$ cat config.mk
export PLATFORM = sky130hd
export DESIGN_NAME = imem_loader
export DESIGN_NICKNAME = d
export VERILOG_FILES = /design/src/rtl/imem_loader_pkg.sv /design/src/rtl/imem_word_asm.sv /design/src/rtl/imem_loader.sv
export SDC_FILE = /design/constraint.sdc
export NUM_CORES = 1
export LEC_CHECK = 0
export BUFFER_PORTS_ARGS = -buffer_cell sky130_fd_sc_hd__buf_2
export CORE_MARGIN = 2
export CORE_UTILIZATION = 25
export CTS_BUF_LIST = sky130_fd_sc_hd__clkbuf_16
export CTS_CLUSTER_SIZE = 10
export DETAILED_ROUTE_END_ITERATION = 8
export SETUP_SLACK_MARGIN = 0.1
export SLEW_MARGIN = 10
export SYNTH_ARGS = -nofsm -noshare
export SYNTH_HDL_FRONTEND = slang
export SYNTH_SLANG_ARGS = --single-unit
$ cat constraint.sdc
create_clock -name clk_i -period 5.33 [get_ports clk_i]
set_input_delay 1.066 -clock clk_i [delete_from_list [all_inputs] [get_ports clk_i]]
set_output_delay 1.066 -clock clk_i [all_outputs]
set_load 0.1 [all_outputs]
$ cat src/rtl/imem_loader_pkg.sv
// Shared types and constants for the instruction-memory boot loader.
// IMEM_LOADER_CKSUM_EN selects whether images carry a trailing checksum byte.
package imem_loader_pkg;

    localparam int WORD_BYTES = 4;

    typedef logic [15:0] len_t;

    typedef enum logic [2:0] {
        ST_LEN_HI,
        ST_LEN_LO,
        ST_DATA,
        ST_CKSUM,
        ST_DONE,
        ST_ERR
    } state_e;

endpackage

$ cat src/rtl/imem_word_asm.sv
// Shift-in byte-to-word assembler: MSB arrives first, and a registered
// word_valid_o pulse follows the transfer of the last byte of each word.
module imem_word_asm
    import imem_loader_pkg::*;
(
    input  logic                        clk_i,
    input  logic                        rst_i,
    input  logic                        clear_i,
    input  logic                        byte_en_i,
    input  logic [7:0]                  byte_i,
    output logic [1:0]                  cnt_o,
    output logic [8*WORD_BYTES-1:0]     word_o,
    output logic                        word_valid_o
);

    logic [1:0]              cnt_q;
    logic [8*WORD_BYTES-1:0] word_q;
    logic                    valid_q;

    // NOTE: non-blocking (<=) for every flop so all registers see pre-edge values.
    always_ff @(posedge clk_i or negedge rst_i) begin
        if (!rst_i) begin
            cnt_q   <= '0;
            word_q  <= '0;
            valid_q <= 1'b0;
        end else begin
            valid_q <= 1'b0;
            if (clear_i) begin
                cnt_q <= '0;
            end else if (byte_en_i) begin
                word_q  <= {word_q[8*WORD_BYTES-9:0], byte_i};
                cnt_q   <= cnt_q + 2'd1;
                valid_q <= (cnt_q == 2'(WORD_BYTES - 1));
            end
        end
    end

    assign cnt_o        = cnt_q;
    assign word_o       = word_q;
    assign word_valid_o = valid_q;

endmodule

$ cat src/rtl/imem_loader.sv
// Boot loader: parses a length-prefixed byte image and writes it to instruction
// memory while holding the CPU in reset. IMEM_LOADER_CKSUM_EN enables the checksum.
module imem_loader
    import imem_loader_pkg::*;
#(
    parameter int          MAX_WORDS = 256,
    parameter logic [31:0] BASE_ADDR = 32'h0
) (
    input  logic        clk_i,
    input  logic        rst_i,
    input  logic [7:0]  byte_i,
    input  logic        byte_valid_i,
    output logic        byte_ready_o,
    input  logic        restart_i,
    output logic        mem_we_o,
    output logic [31:0] mem_addr_o,
    output logic [31:0] mem_wdata_o,
    output logic        cpu_hold_o,
    output logic        done_o,
    output logic        err_o
);

    localparam logic [31:0] MAX_W = MAX_WORDS;

`ifdef IMEM_LOADER_CKSUM_EN
    localparam state_e END_ST = ST_CKSUM;
`else
    localparam state_e END_ST = ST_DONE;
`endif

    state_e      state_q, state_d;
    logic        run_q;
    logic [31:0] addr_q;
    len_t        len_q;
    len_t        word_cnt_q;

    logic        xfer;
    logic        word_end;
    logic        last_word;
    len_t        len_n;
    logic [1:0]  asm_cnt;
    logic [31:0] asm_word;
    logic        asm_valid;

    // Ready stays low until the first edge after reset release.
    assign byte_ready_o = run_q && (state_q != ST_DONE) && (state_q != ST_ERR);
    assign xfer         = byte_valid_i && byte_ready_o && !restart_i;
    assign len_n        = {len_q[15:8], byte_i};
    assign word_end     = xfer && (state_q == ST_DATA) && (asm_cnt == 2'(WORD_BYTES - 1));
    assign last_word    = (word_cnt_q + len_t'(1)) == len_q;

    imem_word_asm u_word_asm (
        .clk_i        (clk_i),
        .rst_i        (rst_i),
        .clear_i      (restart_i),
        .byte_en_i    (xfer && (state_q == ST_DATA)),
        .byte_i       (byte_i),
        .cnt_o        (asm_cnt),
        .word_o       (asm_word),
        .word_valid_o (asm_valid)
    );

`ifdef IMEM_LOADER_CKSUM_EN
    logic [7:0] cksum_q;

    always_ff @(posedge clk_i or negedge rst_i) begin
        if (!rst_i) begin
            cksum_q <= '0;
        end else if (restart_i) begin
            cksum_q <= '0;
        end else if (xfer && (state_q inside {ST_LEN_HI, ST_LEN_LO, ST_DATA})) begin
            cksum_q <= cksum_q ^ byte_i;
        end
    end
`endif

    // NOTE: state_d gets its default first so no path infers a latch.
    always_comb begin
        state_d = state_q;
        if (restart_i) begin
            state_d = ST_LEN_HI;
        end else if (xfer) begin
            case (state_q)
                ST_LEN_HI: state_d = ST_LEN_LO;
                ST_LEN_LO: begin
                    if (32'(len_n) > MAX_W)  state_d = ST_ERR;
                    else if (len_n == '0)    state_d = END_ST;
                    else                     state_d = ST_DATA;
                end
                ST_DATA: begin
                    if (word_end && last_word) state_d = END_ST;
                end
`ifdef IMEM_LOADER_CKSUM_EN
                ST_CKSUM: state_d = (byte_i == cksum_q) ? ST_DONE : ST_ERR;
`endif
                default: ;
            endcase
        end
    end

    always_ff @(posedge clk_i or negedge rst_i) begin
        if (!rst_i) begin
            state_q <= ST_LEN_HI;
        end else begin
            state_q <= state_d;
        end
    end

    // A write pulse already on the bus finishes even if restart lands with it.
    always_ff @(posedge clk_i or negedge rst_i) begin
        if (!rst_i) begin
            run_q      <= 1'b0;
            addr_q     <= BASE_ADDR;
            len_q      <= '0;
            word_cnt_q <= '0;
        end else begin
            run_q <= 1'b1;
            if (restart_i) begin
                addr_q     <= BASE_ADDR;
                len_q      <= '0;
                word_cnt_q <= '0;
            end else begin
                if (asm_valid)                         addr_q     <= addr_q + 32'(WORD_BYTES);
                if (xfer && (state_q == ST_LEN_HI))    len_q      <= {byte_i, 8'h00};
                if (xfer && (state_q == ST_LEN_LO))    len_q      <= len_n;
                if (word_end)                          word_cnt_q <= word_cnt_q + len_t'(1);
            end
        end
    end

    assign mem_we_o    = asm_valid;
    assign mem_addr_o  = addr_q;
    assign mem_wdata_o = asm_word;
    assign cpu_hold_o  = (state_q != ST_DONE);
    assign done_o      = (state_q == ST_DONE);
    assign err_o       = (state_q == ST_ERR);

endmodule

==> out/qor.csv, run 1 <==
stage,metric,value,unit
status,status,"finished, final reports clean",
worst_hold_path,min_from,u_word_asm.cnt_o[0],
sta,final-setup-viol-count,0,
yosys,yosysSeqAreaShare,50.9,%
clock_network,cts-root-buf,clkbuf_16,
routing,wl_per_cell,13.3,um
placed_design,dp_hpwl,7830,um
setup_path,cp_num_buf_inv,2,
pwr,finalPower,1610,uW
sta,max_freq,311,MHz
global_route,grt_start_max_net_pins,63,
global_route,antenna_found_initial,0,
floorplan,rows,51,
routing,route.detailed.drc,0,
placed_design,routabilityCongestion,0.851,
yosys,ys.flop_type,dfrtp_1,
worst_hold_path,min_path_cells,1,
sta,rsz0062_at_grt,false,
pwr,vdd_ir_drop_max,194,uV
global_route,grt-busiest-layer,met2,
clock_network,cts_buffers,9,
setup_path,path_class,primary input to flop,
yosys,yosys.cell_types.count,54,
setup_path,path_delay_family,simple AND/OR/NAND/NOR gates,
placed_design,port_buffers,78,
floorplan,dieWidth,145,um
sta,worst_slew_pin_slew,0.988,ns
layout,layout.nets,567,
placed_design,place_inst,806,
yosys,postSynthAreaPerCell,10.3,um2
setup_path,r2r_end,state_q[1],
routing,firstDrtPassIters,4,
sta,fin_crit_sh,60.3,%
global_route,grt_pass1_wl,19000,um
routing,via_per_inst,4.54,
layout,layout-drive-gt1-share,25.3,%
yosys,async_reset_ff_share,100,%
routing,wirelength,11000,um
clock_network,clock_sinks,101,
sta,period_minus_slack,3.21,ns
worst_hold_path,hold_path_end,u_word_asm.cnt_o[0],
setup_path,slowest_delay,0.67,ns
global_route,use_met2,16.5,%
layout,antenna_cells,0,
placed_design,place_area,5610,um2
sta,hold_viol_final,0,
sta,tns,0,ns
setup_path,timing.critical_path.fanout_max,42,
clock_network,cts_resized,0,
yosys,synth_cells,482,
clock_network,htreeDepth,3,
pwr,p_leak,0.00282,uW
yosys,synth-edff-count,0,
floorplan,initial_utilization,25.5,%
floorplan,core,19500,um2
setup_path,worstPathRequired,5.58,ns
global_route,grt_use_met3,2.70,%
global_route,first_global_vias,3626,
setup_path,critPathCaptureType,flop,
clock_network,holdBufCountCts,0,
setup_path,r2r-start,word_cnt_q[0],
setup_path,r2r_slack,2.73,ns
worst_hold_path,hold_class,flop to flop,
layout,final_core_util,30.4,%
setup_path,crit_chain,"buf_2, or4b_4, nor2_8, nand2_4, inv_2, o221ai_2, a2111oi_2, nand4_1, a21bo_1",
pwr,powerDensity,271,nW/um2
global_route,grt-ovfl-total,0,
clock_network,worst_skew_pair.late_latency,0.36,ns
floorplan,fp.dieH,145,um
global_route,met1_usage,15.1,%
floorplan,io_pins,81,
clock_network,cts.path.max_buffers,2,
floorplan,die_area,21000,um2
setup_path,r2r_cells,7,
layout,synthToLayoutAreaGrowth,19.3,%
yosys,ys_ff_latch,101,
sta,slew_violations,0,
clock_network,postCtsSetupRepairBufs,0,
flow_run,cap_violations,0,
routing,drt-initial-drc-count,190,
setup_path,cp_slowest_cell,or4b_4,
setup_path,critPathLaunchType,primary input,
routing,vias,3732,
global_route,grt_usage,11.0,%
yosys,syn_area,4960,um2
sta,skew,0.0140,ns
routing,ant_nets,0,
clock_network,tritoncts,yes,
sta,slew_headroom,34.2,%
layout,stdcell_count,822,
clock_network,path_clk_slew,0.08,ns
layout,fin_area,5920,um2
setup_path,arrival,3.47,ns
yosys,yosysWarnings,0,
flip-flops by register name, indices dropped and copies added, names as in the netlist:
signal / flops
u_word_asm.word_o: 32
state_q: 3
len_q: 16
u_word_asm.cnt_o: 2
mem_addr_o: 30
run_q: 1
u_word_asm.word_valid_o: 1
word_cnt_q: 16
Yosys cell counts (2+ instances only):
| cell type | number | area [um2] |
|---|---|---|
| o41ai_1 | 2 | 17.5 |
| xor2_1 | 28 | 245 |
| buf_4 | 2 | 15.0 |
| xnor2_1 | 15 | 131 |
| nor4b_1 | 2 | 17.5 |
| o21a_1 | 3 | 22.5 |
| nand2_1 | 44 | 165 |
| nor4_1 | 7 | 43.8 |
| and2_1 | 4 | 25.0 |
| a21oi_1 | 11 | 55.1 |
| buf_2 | 7 | 35.0 |
| or3_1 | 6 | 37.5 |
| nand3_1 | 21 | 105 |
| a31oi_1 | 3 | 18.8 |
| or4_1 | 5 | 37.5 |
| nand2b_1 | 6 | 37.5 |
| inv_1 | 6 | 22.5 |
| nor2b_1 | 6 | 37.5 |
| and4_1 | 5 | 43.8 |
| nor2_1 | 48 | 180 |
| clkbuf_1 | 11 | 41.3 |
| o21ai_0 | 32 | 160 |
| nor3_1 | 8 | 40.0 |
| ha_1 | 3 | 37.5 |
| conb_1 | 2 | 7.51 |
| dfrtp_1 | 101 | 2530 |
| buf_1 | 2 | 7.51 |
| mux2i_1 | 2 | 20.0 |
| mux2_2 | 32 | 360 |
| and3_1 | 6 | 37.5 |
| nand4_1 | 14 | 87.6 |
| o31ai_1 | 7 | 52.6 |
| or2_2 | 3 | 18.8 |
| a22o_1 | 8 | 70.1 |
cell families after synthesis:
logic type | share of synthesized area [%]
AND/OR/NAND/NOR | 20.7
buffers and inverters | 2.52
flip-flops | 50.9
XOR/XNOR | 7.59
multiplexers | 7.66
adder cells (fa/ha/maj) | 0.756
AO/OA/AOI/OAI | 9.73
other | 0.151
where the power goes:
part	total, uW	leakage, uW	internal (uW)	switching [uW]
Combinational	130	0.00127	27.7	103
Clock	682	0.000155	344	338
Sequential	794	0.00140	778	15.2
layer usage:
metal	up-vias	wire [um]
met2	76	4940
met3	11	505
met5	-	0
met1	1789	5320
li1	1856	-
met4	0	203
cell usage in the layout, fill, tap and decap left out, types with 4 or more instances in the layout:
master	count
nor4_1	7
nand2b_1	6
or3_1	6
mux2_2	32
buf_2	77
nand3_1	21
nor2_1	48
clkbuf_16	9
o21ai_0	32
dfrtp_1	101
and4_1	5
a21oi_1	11
inv_1	6
and2_1	4
xnor2_1	15
inv_8	5
nor3_1	8
nand4_1	14
and3_1	6
or4_1	5
a22o_1	8
xor2_1	28
nor2b_1	6
nand2_1	44
o31ai_1	7
cell type report:
cell class | count | area [um2]
Sequential cell | 101 | 2530
Clock inverter | 7 | 88.8
Timing Repair Buffer | 80 | 408
Tap cell | 265 | 332
Inverter | 7 | 26.3
Multi-Input combinational cell | 353 | 2320
Clock buffer | 9 | 225
Fill cell | 2049 | 13500
worst max path at each step:
| stage | startpoint | end | depth (start not counted) |
|---|---|---|---|
| 2_1_floorplan | state_q[1] | done_o | 3 |
| 3_3_place_gp | restart_i | state_q[1] | 9 |
| 3_5_place_dp | restart_i | state_q[1] | 9 |
| 4_1_cts | restart_i | state_q[1] | 9 |
| 5_1_grt | restart_i | state_q[1] | 9 |
| 6_report | restart_i | state_q[1] | 9 |
per-stage QoR:
stage | setup slack, ns | hold WS (ns)
after floorplan | 2.17 | 0.455
after global placement | 1.79 | 0.475
after detailed placement | 1.71 | 0.488
after CTS | 2.11 | 0.500
after global routing | 1.95 | 0.529
final | 2.12 | 0.497
No activity file was read; power rests on OpenSTA's default activity.
==> run 2, diff against run 1 <==
==> constraint.sdc (replaced) <==
create_clock -name clk_i -period 3.1 [get_ports clk_i]
set_input_delay 0.62 -clock clk_i [delete_from_list [all_inputs] [get_ports clk_i]]
set_output_delay 0.62 -clock clk_i [all_outputs]
set_load 0.1 [all_outputs]
==> out/qor.csv, run 2 (same netlist as run 1, synthesis figures left out) <==
stage,metric,value,unit
status,status,"finished, final reports clean",
global_route,grt-ovfl-total,0,
setup_path,arrival,2.82,ns
routing,firstDrtPassIters,5,
sta,slew_violations,0,
sta,max_freq,388,MHz
placed_design,port_buffers,78,
placed_design,place_area,5630,um2
clock_network,cts.path.max_buffers,2,
clock_network,postCtsSetupRepairBufs,0,
pwr,powerDensity,444,nW/um2
routing,dr_wl_met2,4820,um
layout,fin_area,5890,um2
clock_network,worst_skew_pair.late_latency,0.35,ns
layout,fillers,2005,
placed_design,dp_hpwl,7860,um
setup_path,worstPathRequired,3.34,ns
routing,via_per_inst,4.65,
global_route,grt_usage,11.1,%
floorplan,die_area,21000,um2
clock_network,htreeDepth,3,
layout,area.sequential,2530,um2
floorplan,dieWidth,145,um
setup_path,path_class,flop to flop,
sta,tns,0,ns
floorplan,core,19500,um2
clock_network,tritoncts,yes,
layout,layout.nets,568,
global_route,grt_pass1_wl,19100,um
layout,mostFrequentLayoutCells,"dfrtp_1 (101), buf_2 (77), nor2_1 (48)",
routing,ant_nets,0,
routing,wl_per_cell,13.9,um
placed_design,post-place-ws,0.283,ns
flow_run,cap_violations,0,
setup_path,timing.critical_path.fanout_max,19,
pwr,p_sw_share,26.6,%
pwr,power.switching,695,uW
layout,largest_reg_flops,32,
floorplan,rows,51,
global_route,first_global_vias,3591,
setup_path,critPathCaptureType,flop,
layout,mostFrequentLayoutCell,dfrtp_1,
routing,wl_met3,703,um
sta,rsz0062_at_grt,false,
routing,vias,3829,
pwr,pwr-share-comb,8.9,%
floorplan,io_pins,81,
sta,period_minus_slack,2.58,ns
routing,route.detailed.drc,0,
sta,slew_headroom,29.9,%
routing,wirelength,11500,um
sta,worst_slew_pin_slew,1.05,ns
clock_network,cts_resized,0,
sta,hold_slack,0.324,ns
setup_path,r2r_slack,0.52,ns
routing,top_layer,met4,
floorplan,initial_utilization,25.5,%
worst_hold_path,hold_class,primary input to asynchronous set/reset pin,
routing,drt-initial-drc-count,180,
clock_network,cts-root-buf,clkbuf_16,
layout,multiInputGateArea,2320,um2
placed_design,routabilityCongestion,0.869,
floorplan,fp.dieH,145,um
setup_path,critPathLaunchType,flop,
layout,synthToLayoutAreaGrowth,18.6,%
sta,skew,0.00886,ns
global_route,grt_start_max_net_pins,55,
pwr,p_clk_share,38.9,%
global_route,antenna_found_initial,0,
pwr,seqPwrFrac,52.2,%
clock_network,cts_buffers,9,
routing,wl_met1,5800,um
sta,worst_slack,0.521,ns
clock_network,clock_sinks,101,
pwr,power.internal,1920,uW
sta,hold_viol_final,0,
layout,antenna_cells,0,
layout,layout-drive-gt1-share,24.7,%
sta,final-setup-viol-count,0,
clock_network,holdBufCountCts,0,
pwr,vdd_ir_drop_max,240,uV
clock_network,path_clk_slew,0.07,ns
pwr,p_leak,0.00280,uW
sta,fin_crit_sh,83.2,%
-- run 2: cell count changes in the layout (fill, tap and decap cells not counted) --
cell | previous run | this run
buf_12 | 0 | 1
inv_8 | 5 | 0
inv_12 | 1 | 0
clkinvlp_4 | 0 | 2
clkinv_2 | 0 | 1
clkinv_1 | 0 | 2
clkinv_8 | 1 | 0
inv_1 | 6 | 8
-- run 2: final timing paths --
kind | cells past startpoint | to | from
max in group asynchronous | 2 | u_word_asm.word_o[8] | rst_i
min in group clk_i | 1 | u_word_asm.cnt_o[0] | u_word_asm.cnt_o[0]
min reg2reg | 1 | u_word_asm.cnt_o[0] | u_word_asm.cnt_o[0]
min | 1 | mem_addr_o[16] | rst_i
max reg2reg | 8 | state_q[1] | state_q[0]
max | 8 | state_q[1] | state_q[0]
-- run 2: final cells by class --
cell class / instances / area share [%]
Clock buffer: 9 / 3.82
Clock inverter: 7 / 0.595
Inverter: 7 / 0.446
Multi-Input combinational cell: 353 / 39.3
Sequential cell: 101 / 42.9
Tap cell: 265 / 5.63
Timing Repair Buffer: 81 / 7.27
-- run 2: critical path, stage by stage, from the launching register on --
cell	delay, ns
dfrtp_1	0.47
or4b_4	0.59
nor2_8	0.12
nand2_4	0.16
inv_2	0.25
o221ai_2	0.15
a2111oi_2	0.32
nand4_1	0.19
a21bo_1	0.22
-- run 2: metal layers --
| metal | GRT usage, % | vias to the layer above |
|---|---|---|
| met5 | 0 | - |
| met4 | 4.01 | 0 |
| met3 | 2.86 | 10 |
| met2 | 15.5 | 113 |
| met1 | 16.4 | 1855 |
| li1 | - | 1851 |
-- run 2: power groups by stage --
stage               logic, uW  registers, uW  clock network, uW
global placement          234           1390                  0
floorplan                99.6           1440                  0
finish                    232           1370               1020
global route              252           1370               1110
detailed placement        235           1390                  0
CTS                       236           1370               1060
-- run 2: through the flow --
stage	total power, uW	cells	util, %
global route	2730	823	30.3
floorplan	1540	483	-
detailed placement	1630	807	28.9
finish	2620	823	30.3
CTS	2660	823	30.3
global placement	1620	807	28.9
==> run 3, diff against run 2 <==
==> constraint.sdc (replaced) <==
create_clock -name clk_i -period 2.62 [get_ports clk_i]
set_input_delay 0.524 -clock clk_i [delete_from_list [all_inputs] [get_ports clk_i]]
set_output_delay 0.524 -clock clk_i [all_outputs]
set_load 0.1 [all_outputs]
==> out/qor.csv, run 3 (same netlist as run 1, synthesis figures left out) <==
stage,metric,value,unit
pwr,power.switching,891,uW
setup_path,arrival,2.53,ns
routing,vias,3839,
global_route,grt_pass1_wl,19500,um
layout,layout-drive-gt1-share,27.0,%
global_route,grt_usage,11.4,%
placed_design,dp_hpwl,7960,um
clock_network,path_clk_slew,0.07,ns
pwr,pwr-share-comb,8.8,%
pwr,power.internal,2310,uW
setup_path,critPathCaptureType,flop,
routing,route.detailed.drc,0,
setup_path,critPathLaunchType,flop,
clock_network,cts-root-buf,clkbuf_16,
clock_network,clock_sinks,101,
pwr,vdd_ir_drop_max,419,uV
flow_run,cap_violations,0,
placed_design,place_area,5700,um2
layout,mostFrequentLayoutCell,dfrtp_1,
floorplan,core,19500,um2
pwr,p_clk_share,40.7,%
pwr,seqPwrFrac,50.5,%
sta,max_freq,438,MHz
pwr,powerDensity,534,nW/um2
layout,largest_reg_flops,32,
setup_path,r2r-start,word_cnt_q[3],
layout,mostFrequentLayoutCells,"dfrtp_1 (100), buf_2 (77), nor2_1 (48)",
setup_path,path_class,flop to flop,
layout,final_core_util,30.7,%
floorplan,initial_utilization,25.5,%
sta,skew,0.00447,ns
layout,layout.nets,576,
global_route,first_global_vias,3747,
routing,wirelength,11400,um
floorplan,io_pins,81,
routing,via_per_inst,4.62,
status,status,"finished, final reports clean",
clock_network,tritoncts,yes,
setup_path,r2r_slack,0.34,ns
sta,tns,0,ns
sta,period_minus_slack,2.28,ns
sta,slew_violations,0,
floorplan,die_area,21000,um2
pwr,p_leak,0.00284,uW
placed_design,port_buffers,78,
global_route,grt_start_max_net_pins,44,
floorplan,rows,51,
clock_network,htreeDepth,3,
sta,fin_crit_sh,87.2,%
global_route,antenna_found_initial,0,
setup_path,timing.critical_path.fanout_max,9,
sta,final-setup-viol-count,0,
setup_path,r2r_cells,6,
setup_path,r2r_end,state_q[1],
routing,drt-initial-drc-count,229,
layout,stdcell_count,831,
setup_path,worstPathRequired,2.87,ns
floorplan,dieWidth,145,um
pwr,p_sw_share,27.9,%
worst_hold_path,hold_class,primary input to asynchronous set/reset pin,
routing,wl_per_cell,13.7,um
floorplan,fp.dieH,145,um
layout,antenna_cells,0,
routing,firstDrtPassIters,4,
placed_design,place_inst,815,
clock_network,worst_skew_pair.late_latency,0.36,ns
sta,rsz0062_at_grt,false,
sta,hold_viol_final,0,
placed_design,routabilityCongestion,0.849,
routing,ant_nets,0,
clock_network,postCtsSetupRepairBufs,0,
sta,slew_headroom,36.5,%
sta,worst_slew_pin_slew,0.953,ns
clock_network,cts.path.max_buffers,2,
clock_network,cts_buffers,9,
layout,fin_area,5980,um2
layout,synthToLayoutAreaGrowth,20.5,%
global_route,grt-ovfl-total,0,
## run 3: cell count changes in the layout (fill, tap and decap cells not counted), sizes merged
cell	previous run	this run
clkinv	3	2
clkinvlp	2	3
buf	81	89
## run 3: worst max path at each step
stage	slack [ns]	depth (start not counted)	endpoint	start
CTS	0.28	7	state_q[1]	word_cnt_q[0]
floorplan	0.14	5	mem_addr_o[22]	mem_addr_o[4]
global placement	0.32	7	state_q[1]	word_cnt_q[0]
finish	0.34	6	state_q[1]	word_cnt_q[3]
global route	0.17	6	state_q[1]	word_cnt_q[4]
detailed placement	0.26	9	state_q[1]	restart_i
## run 3: layout make-up
class	count	area, um2
fill	2049	13500
tap	265	332
sequential	101	2530
multi-input combinational	353	2320
timing repair buffer	89	488
clock inverter	7	56.3
clock buffer	9	225
inverter	7	30.0
## run 3: worst max-delay path: stages (launching register included)
cell and delay (ns):
dfrtp_1 0.52, nand4_1 0.32, nor2_1 0.45, nand4_1 0.17
a2111oi_2 0.31, nand4_1 0.18, a21bo_1 0.22
## run 3: metal layers
metal,GRT usage (%),routed length (um)
met1,15.2,5410
met2,17.8,5160
met3,3.18,640
met4,4.01,182
met5,0,0
## run 3: power by group through the flow
stage          clock, uW  sequential (uW)  combinational, uW
6_report            1300             1610                282
5_1_grt             1420             1620                306
4_1_cts             1360             1610                286
3_5_place_dp           0             1640                286
3_3_place_gp           0             1640                285
2_1_floorplan          0             1710                119
## run 3: repair_timing
action / CTS / global route
hold buffers: 0 / 0
gates resized for setup: 0 / 1
endpoints found under the setup margin: 0 / 1
## run 3: per-stage QoR
step                      total power [uW]  setup slack, ns  hold slack, ns
final                                 3200            0.336           0.171
after global routing                  3340            0.174           0.205
after floorplan                       1830            0.142           0.228
after CTS                             3260            0.281           0.192
after global placement                1930            0.315           0.476
after detailed placement              1930            0.264           0.482
